--- config.mk ---
export PLATFORM = sky130hd
export DESIGN_NAME = logic_op_pipe
export DESIGN_NICKNAME = d
export VERILOG_FILES = /design/src/rtl/logic_op_pipe.sv
export SDC_FILE = /design/constraint.sdc
export NUM_CORES = 1
export LEC_CHECK = 0
export CELL_PAD_IN_SITES_DETAIL_PLACEMENT = 1
export CELL_PAD_IN_SITES_GLOBAL_PLACEMENT = 2
export CORE_AREA = 2 2 107 130
export CTS_CLUSTER_DIAMETER = 100
export DETAILED_ROUTE_END_ITERATION = 8
export DIE_AREA = 0 0 109 132
export PLACE_DENSITY = 0.95
export RECOVER_POWER = 100
export SYNTH_ARGS = -nofsm -noshare
export SYNTH_HDL_FRONTEND = slang
export SYNTH_SLANG_ARGS = --single-unit
--- constraint.sdc ---
create_clock -name clk -period 6.1 [get_ports clk]
set_input_delay 1.22 -clock clk [delete_from_list [all_inputs] [get_ports clk]]
set_output_delay 1.22 -clock clk [all_outputs]
set_load 0.02 [all_outputs]
--- src/rtl/logic_op_pipe.sv ---
// Pipelined bitwise logic unit: AND/OR/XOR/XNOR with optional operand-B and result complement,
// a zero flag, and a STAGES-deep valid/ready pipeline with back-pressure.
module logic_op_pipe #(
  parameter int unsigned WIDTH  = 24,
  parameter int unsigned STAGES = 2
) (
  input  logic             clk,
  input  logic             rst,
  input  logic             in_valid,
  output logic             in_ready,
  input  logic [0:WIDTH-1] a,
  input  logic [0:WIDTH-1] b,
  input  logic [1:0]       op,
  input  logic             cmp_b,
  input  logic             neg,
  output logic             out_valid,
  input  logic             out_ready,
  output logic [0:WIDTH-1] y,
  output logic             zero
);

  if (STAGES < 1 || STAGES > 4) begin : g_bad_stages
    $error("logic_op_pipe: STAGES must be in 1..4");
  end

  logic [0:WIDTH-1] b_eff;
  logic [0:WIDTH-1] res;
  logic [0:WIDTH-1] y_in;
  logic             z_in;

  always_comb begin
    b_eff = cmp_b ? ~b : b;
    case (op)
      2'b00:   res = a & b_eff;
      2'b01:   res = a | b_eff;
      2'b10:   res = a ^ b_eff;
      default: res = ~(a ^ b_eff);
    endcase
    y_in = neg ? ~res : res;
    z_in = (y_in == '0);
  end

  logic [STAGES-1:0] vld_q, vld_d;
  logic [STAGES-1:0] zr_q, zr_d;
  logic [STAGES-1:0] adv;
  logic [0:WIDTH-1]  dat_q [STAGES];
  logic [0:WIDTH-1]  dat_d [STAGES];
  logic              carry;

  // A stage may advance if it is empty or everything downstream of it can advance.
  always_comb begin
    carry = out_ready;
    for (int i = int'(STAGES) - 1; i >= 0; i--) begin
      carry  = ~vld_q[i] | carry;
      adv[i] = carry;
    end
  end

  always_comb begin
    vld_d = vld_q;
    zr_d  = zr_q;
    dat_d = dat_q;
    if (adv[0]) begin
      vld_d[0] = in_valid;
      if (in_valid) begin
        dat_d[0] = y_in;
        zr_d[0]  = z_in;
      end
    end
    // Bubbles only clear the valid bit; data registers keep their last payload.
    for (int i = 1; i < int'(STAGES); i++) begin
      if (adv[i]) begin
        vld_d[i] = vld_q[i-1];
        if (vld_q[i-1]) begin
          dat_d[i] = dat_q[i-1];
          zr_d[i]  = zr_q[i-1];
        end
      end
    end
  end

  always_ff @(posedge clk) begin
    if (rst) begin
      vld_q <= '0;
      zr_q  <= '0;
      for (int i = 0; i < int'(STAGES); i++) begin
        dat_q[i] <= '0;
      end
    end else begin
      vld_q <= vld_d;
      zr_q  <= zr_d;
      for (int i = 0; i < int'(STAGES); i++) begin
        dat_q[i] <= dat_d[i];
      end
    end
  end

  assign in_ready  = adv[0];
  assign out_valid = vld_q[STAGES-1];
  assign y         = dat_q[STAGES-1];
  assign zero      = zr_q[STAGES-1];

endmodule

==> flow_summary.yaml, run 1 <==
status:
  status: "complete, but fails checks"
  violations: "max-capacitance violations, max-slew violations"
grt:
  grt_max_degree: 54
  gr-total-overflow: 0
  antenna_found_initial: 0
  grt_pass1_vias: 3705
  grt_pass1_wl_mm: 17.3
  grt_usage_pct: 14.6
worst_setup_path:
  worst-endpoint-required_ps: 6330
  critPathLaunchType: "input pin"
  path_max_fanout: 17
  rrSetupSlack_ps: 4030
  end_kind: "flop"
  arrival_ps: 4830
  path_class: "input pin to flop"
  reg2regPathDepth: 5
routing:
  dr.first_iter.drc_count: 88
  vias: 3565
  drc: 0
  wl_mm: 10.3
  first_pass_iters: 4
  avgRoutedWirePerCell_um: 13.6
  antenna_left: 0
  via_per_inst: 4.74
logic_synthesis:
  synth_cell_types: 35
  synth_edf_count: 0
  synth_area_mm2: 0.00428
  synth_cells: 551
  yosys_warnings: 0
  yosysMostFrequentCell: "nand2_1"
  synth_area_leaders: "dfxtp_1 24%, ha_1 14%, xor2_1 8.2%"
  yosys.area.top_type_share_pct: 24.3
  synth_fp_nets: 655
  syn_area_per_cell_um2: 7.76
  ys.flop_type: "dfxtp_1"
  synthTopCellsByCount: "86 x nand2_1, 59 x a21oi_1, 52 x dfxtp_1"
  synth_sequential_area_ratio_pct: 24.3
  ys_seq_elements: 52
  async_flop_share_pct: 0
  synth.largest_area_cell: "dfxtp_1"
placement:
  dp_cells: 744
  gp_congestion: 0.714
  dpl.hpwl_mm: 8.13
  portBuffers: 82
final_layout:
  n_antenna_cell: 0
  n_fill_cell: 1565
  nets: 687
  instances_no_fill: 752
  layout-drive-gt1-share_pct: 2.05
  areaGrowthSynthToFinish_pct: 19.0
sta:
  clock-skew-final_ps: 4.25
  slew_violations: 54
  finalSetupViolCount: 0
  hold_violations: 0
  rsz0062_at_grt: "no"
  worst-slew-pin-transition_ps: 2210
  timing.fmax_mhz: 218
  fin_crit_ps: 4600
  setup-tns-final_ps: 0
  min_period_over_period_pct: 75.4
  slew-limit-headroom_pct: -47.0
flow_run:
  drv_cap: 1
power_and_ir_drop:
  comb_power_share_pct: 30.8
  internal-power_w: 0.000694
  power_switching_w: 0.000291
  p_leak_nw: 2.31
  p_sw_share_pct: 29.6
  vdd_drop_max_uv: 97.5
  p_per_area_mw_per_mm2: 194
  seq_power_share_pct: 37.8
  clkPwrFrac_pct: 31.4
cts:
  post-cts-setup-buffer-count: 0
  cts_made_buffers: 5
  cts.sinks: 52
  root_buffer: "clkbuf_16"
  htree_num_levels: 2
  cts_tree: "done"
  clockBufferDepth: 2
  cts_resized: 0
  insertion_delay_ps: 290
  holdBufCountCts: 0
  path_clk_slew_ps: 60
die:
  core_area_mm2: 0.0131
  fp.dieH_um: 132
  ios: 83
  dieArea_mm2: 0.0144
  die_w_um: 109
  start_util_pct: 32.7
  num_rows: 46
min_path:
  min_delay_path_depth: 2
  hold_path.class: "flop to flop"
==> area by class of cell <==
| type | count | area [µm²] | area share [%] |
|---|---|---|---|
| well taps | 168 | 210 | 4.13 |
| clock buffers | 6 | 129 | 2.53 |
| repair buffers | 85 | 828 | 16.3 |
| multi-input cells | 391 | 2670 | 52.4 |
| inverters | 48 | 180 | 3.54 |
| flip-flops and latches | 52 | 1040 | 20.5 |
| clock inverters | 2 | 35.0 | 0.688 |
==> kinds of logic (layout without fill, tap and decap cells) <==
| kind of cell | after synthesis | in the layout | synth area share [%] |
|---|---|---|---|
| adders and majority gates | 48 | 48 | 14.0 |
| xor gates and xnor gates | 56 | 56 | 12.2 |
| DFF | 52 | 52 | 24.3 |
| and+or+nand+nor | 191 | 191 | 22.1 |
| AOI/OAI and AO/OA | 71 | 71 | 8.86 |
| buffers and inverters | 108 | 141 | 12.6 |
| muxes | 25 | 25 | 5.85 |
==> cells in the final DEF (no fill, tap or decap), types with 5 or more instances in the layout <==
cell / n
xor2_1: 40
nor2b_1: 9
mux2i_1: 25
xnor2_1: 16
dlygate4sd3_1: 29
a211oi_1: 6
ha_1: 48
nand3_1: 16
dfxtp_1: 52
inv_1: 48
nand2_1: 86
or3b_1: 7
clkdlybuf4s50_1: 51
or2_1: 6
nor3b_1: 10
nand2b_1: 21
nor2_1: 20
clkbuf_16: 5
a21oi_1: 59
==> layer usage <==
metal  GRT usage (%)  vias to the layer above  wire [µm]
li1                -                     1806          -
met1            17.4                     1686       4470
met2            27.0                       64       5330
met3            1.68                        9        334
met4            4.13                        0        133
met5               0                        -          0
==> power by group through the flow <==
stage	Sequential (W)	Combinational, W	Clock [W]
finish	0.000372	0.000304	0.000310
floorplan	0.000377	0.000225	0
global route	0.000375	0.000341	0.000332
detailed placement	0.000380	0.000316	0
CTS	0.000373	0.000317	0.000320
global placement	0.000380	0.000299	0
==> critical path, stage by stage <==
cell,delay [ps]
dlygate4sd3_1,1160
clkbuf_1,510
xor2_1,270
inv_1,70
ha_1,290
xor2_1,150
nand2_1,90
o21ai_0,160
or4_1,550
a2bb2oi_1,170
a41o_1,170
==> stage by stage <==
stage	instance area [µm²]	setup slack, ps	hold slack [ps]	power (W)	utilization [%]
floorplan	4280	2370	427	0.000602	-
global placement	4960	1630	444	0.000678	38.0
detailed placement	4960	1500	451	0.000696	38.0
CTS	5120	1790	460	0.00101	39.2
global route	5090	1240	479	0.00105	39.0
finish	5090	1500	452	0.000986	39.0
==> path summary, 6_finish.rpt <==
check              end  startpoint
max            zr_q[0]       cmp_b
min               y[3]        y[3]
max reg2reg  dat_q[42]    vld_q[1]
min reg2reg       y[3]        y[3]
==> state kept, by name, summed over array words and instances, names as in the netlist <==
| name | flops |
|---|---|
| y | 24 |
| dat_q | 24 |
| zr_q | 2 |
| vld_q | 2 |
Power figures use the tool's default switching activity.
==> run 2, diff against run 1 <==
Settings changed: CORE_AREA 2 2 107 130 to 2 2 113 136, DIE_AREA 0 0 109 132 to 0 0 115 138, PLACE_DENSITY 0.95 to 0.91.
Clock period 6.1 ns to 4.5 ns, I/O delays scaled along.
==> run 2 against run 1 <==
The run still ends with max-capacitance violations, max-slew violations left. Combinational power grew 37%. Clock power grew 25%. Wire length grew 2.1%. Flip-flop and latch count is the same. Critical endpoint unchanged.
==> flow_summary.yaml, run 2 (synthesis results as in run 1) <==
grt:
  gr-total-overflow: 0
  grt_pass1_wl_mm: 17.5
  use_met1_pct: 17.3
  grt_max_degree: 54
  grt_pass1_vias: 3656
  gr-usage-met2_pct: 23.5
  met3_usage_pct: 1.14
  grt_usage_pct: 13.3
  busiest_layer: "met2"
  antenna_found_initial: 0
routing:
  wl_mm: 10.5
  antenna_left: 0
  drc: 0
  vias: 3524
  avgRoutedWirePerCell_um: 13.7
  via_per_inst: 4.60
  first_pass_iters: 4
  dr.first_iter.drc_count: 88
sta:
  rsz0062_at_grt: "no"
  worst_slack_ps: 649
  clock-skew-final_ps: 3.37
  finalSetupViolCount: 0
  timing.fmax_mhz: 260
  fin_crit_ps: 3850
  timing.hold.ws_ps: 452
  setup-tns-final_ps: 0
  worst-slew-pin-transition_ps: 2340
  hold_violations: 0
  slew-limit-headroom_pct: -55.8
  min_period_over_period_pct: 85.6
  slew_violations: 54
cts:
  cts.sinks: 52
  clockBufferDepth: 2
  cts_tree: "done"
  cts_resized: 0
  path_clk_slew_ps: 60
  cts_made_buffers: 5
  holdBufCountCts: 0
  insertion_delay_ps: 290
  htree_num_levels: 2
  post-cts-setup-buffer-count: 0
  root_buffer: "clkbuf_16"
power_and_ir_drop:
  vdd_drop_max_uv: 132
  power_switching_w: 0.000404
  p_per_area_mw_per_mm2: 256
  comb_power_share_pct: 31.8
  seq_power_share_pct: 38.6
  p_sw_share_pct: 30.9
  clkPwrFrac_pct: 29.7
  p_leak_nw: 2.32
  internal-power_w: 0.000904
placement:
  dpl.hpwl_mm: 8.28
  portBuffers: 82
  gp_congestion: 0.725
  dpl-instance-area_mm2: 0.00500
  post-place-ws_ps: 645
die:
  dieArea_mm2: 0.0159
  num_rows: 49
  die_w_um: 115
  start_util_pct: 29.1
  core_area_mm2: 0.0147
  fp.dieH_um: 138
  ios: 83
final_layout:
  layout-drive-gt1-share_pct: 2.89
  nets: 691
  final_common_cell: "nand2_1"
  n_antenna_cell: 0
  design_area_mm2: 0.00512
  ff_latch_area_mm2: 0.00104
  areaGrowthSynthToFinish_pct: 19.7
  multi_input_area_mm2: 0.00267
  n_fill_cell: 1775
  final_cell_mix: "86 x nand2_1, 59 x a21oi_1, 52 x dfxtp_1, 52 x clkdlybuf4s50_1"
worst_setup_path:
  critPathLaunchType: "input pin"
  cpMaxStageDelayCell: "clkbuf_2"
  arrival_ps: 4090
  end_kind: "flop"
  path_cells: "dlygate4sd3_1 > clkbuf_2 > xor2_1 > inv_1 > ha_1 > xnor2_1 > mux2i_1 > or3b_1 > nor4_1 > and4_1 > a41o_1"
  slowest_delay_ps: 610
  worst-endpoint-required_ps: 4740
  path_class: "input pin to flop"
  critPathTopFamily: "buffers and inverters"
  path_max_fanout: 24
  cp.buffers_inverters: 3
status:
  violations: "max-capacitance violations, max-slew violations"
  status: "complete, but fails checks"
flow_run:
  drv_cap: 1
min_path:
  hold_path.class: "flop to flop"
==> run 2: cell count changes in the layout (fill, tap and decap cells not counted) <==
cell / before / now
clkbuf_2: 0 / 1
clkbuf_8: 0 / 1
dlygate4sd3_1: 29 / 28
clkinv_2: 1 / 0
buf_4: 2 / 6
clkdlybuf4s50_1: 51 / 52
clkinvlp_4: 0 / 1
bufinv_16: 1 / 0
clkbuf_1: 3 / 2
==> run 2: stage by stage <==
stage	total power [W]	cells	util, %
floorplan	0.000816	551	-
global placement	0.000925	758	34.0
detailed placement	0.000946	758	34.0
CTS	0.00134	766	35.0
global route	0.00139	766	34.8
finish	0.00131	766	34.8
==> run 2: final timing paths <==
kind | start | end | slack [ps] | cells after the start
worst max-delay path | cmp_b | zr_q[0] | 650 | 11
worst min-delay path | y[8] | y[8] | 450 | 2
worst max register to register | vld_q[1] | dat_q[33] | 2470 | 6
worst min register to register | y[8] | y[8] | 450 | 2
==> run 2: worst register-to-register path: cells and delay by family (launching register included) <==
family / cells / cell delay, ps
simple gates: 4 / 1150
flops: 1 / 310
buf+inv: 1 / 290
compound gates: 1 / 180
==> run 2: power groups by stage <==
stage	combinational, W	clock, W	sequential (W)
floorplan	0.000305	0	0.000511
global placement	0.000410	0	0.000515
detailed placement	0.000431	0	0.000516
CTS	0.000433	0.000398	0.000505
global route	0.000467	0.000413	0.000508
finish	0.000415	0.000388	0.000505
==> run 2: cell type report <==
type	instances	area share [%]
Clock buffer	7	2.79
Tap cell	178	4.35
Multi-Input combinational cell	391	52.1
Clock inverter	1	0.147
Inverter	48	3.52
Timing Repair Buffer	89	16.8
Sequential cell	52	20.3
==> run 2: per-layer routing <==
metal  share of wire (%)  vias to the layer above
li1                    -                     1818
met1                  47                     1643
met2                  49                       54
met3                 2.6                        9
met4                 1.2                        0
met5                   0                        -
==> run 3, diff against run 2 <==
Settings changed: CTS_CLUSTER_DIAMETER 100 to 50.
==> results of run 3 <==
The final DEF is identical to that of run 2; final timing and power are the same.
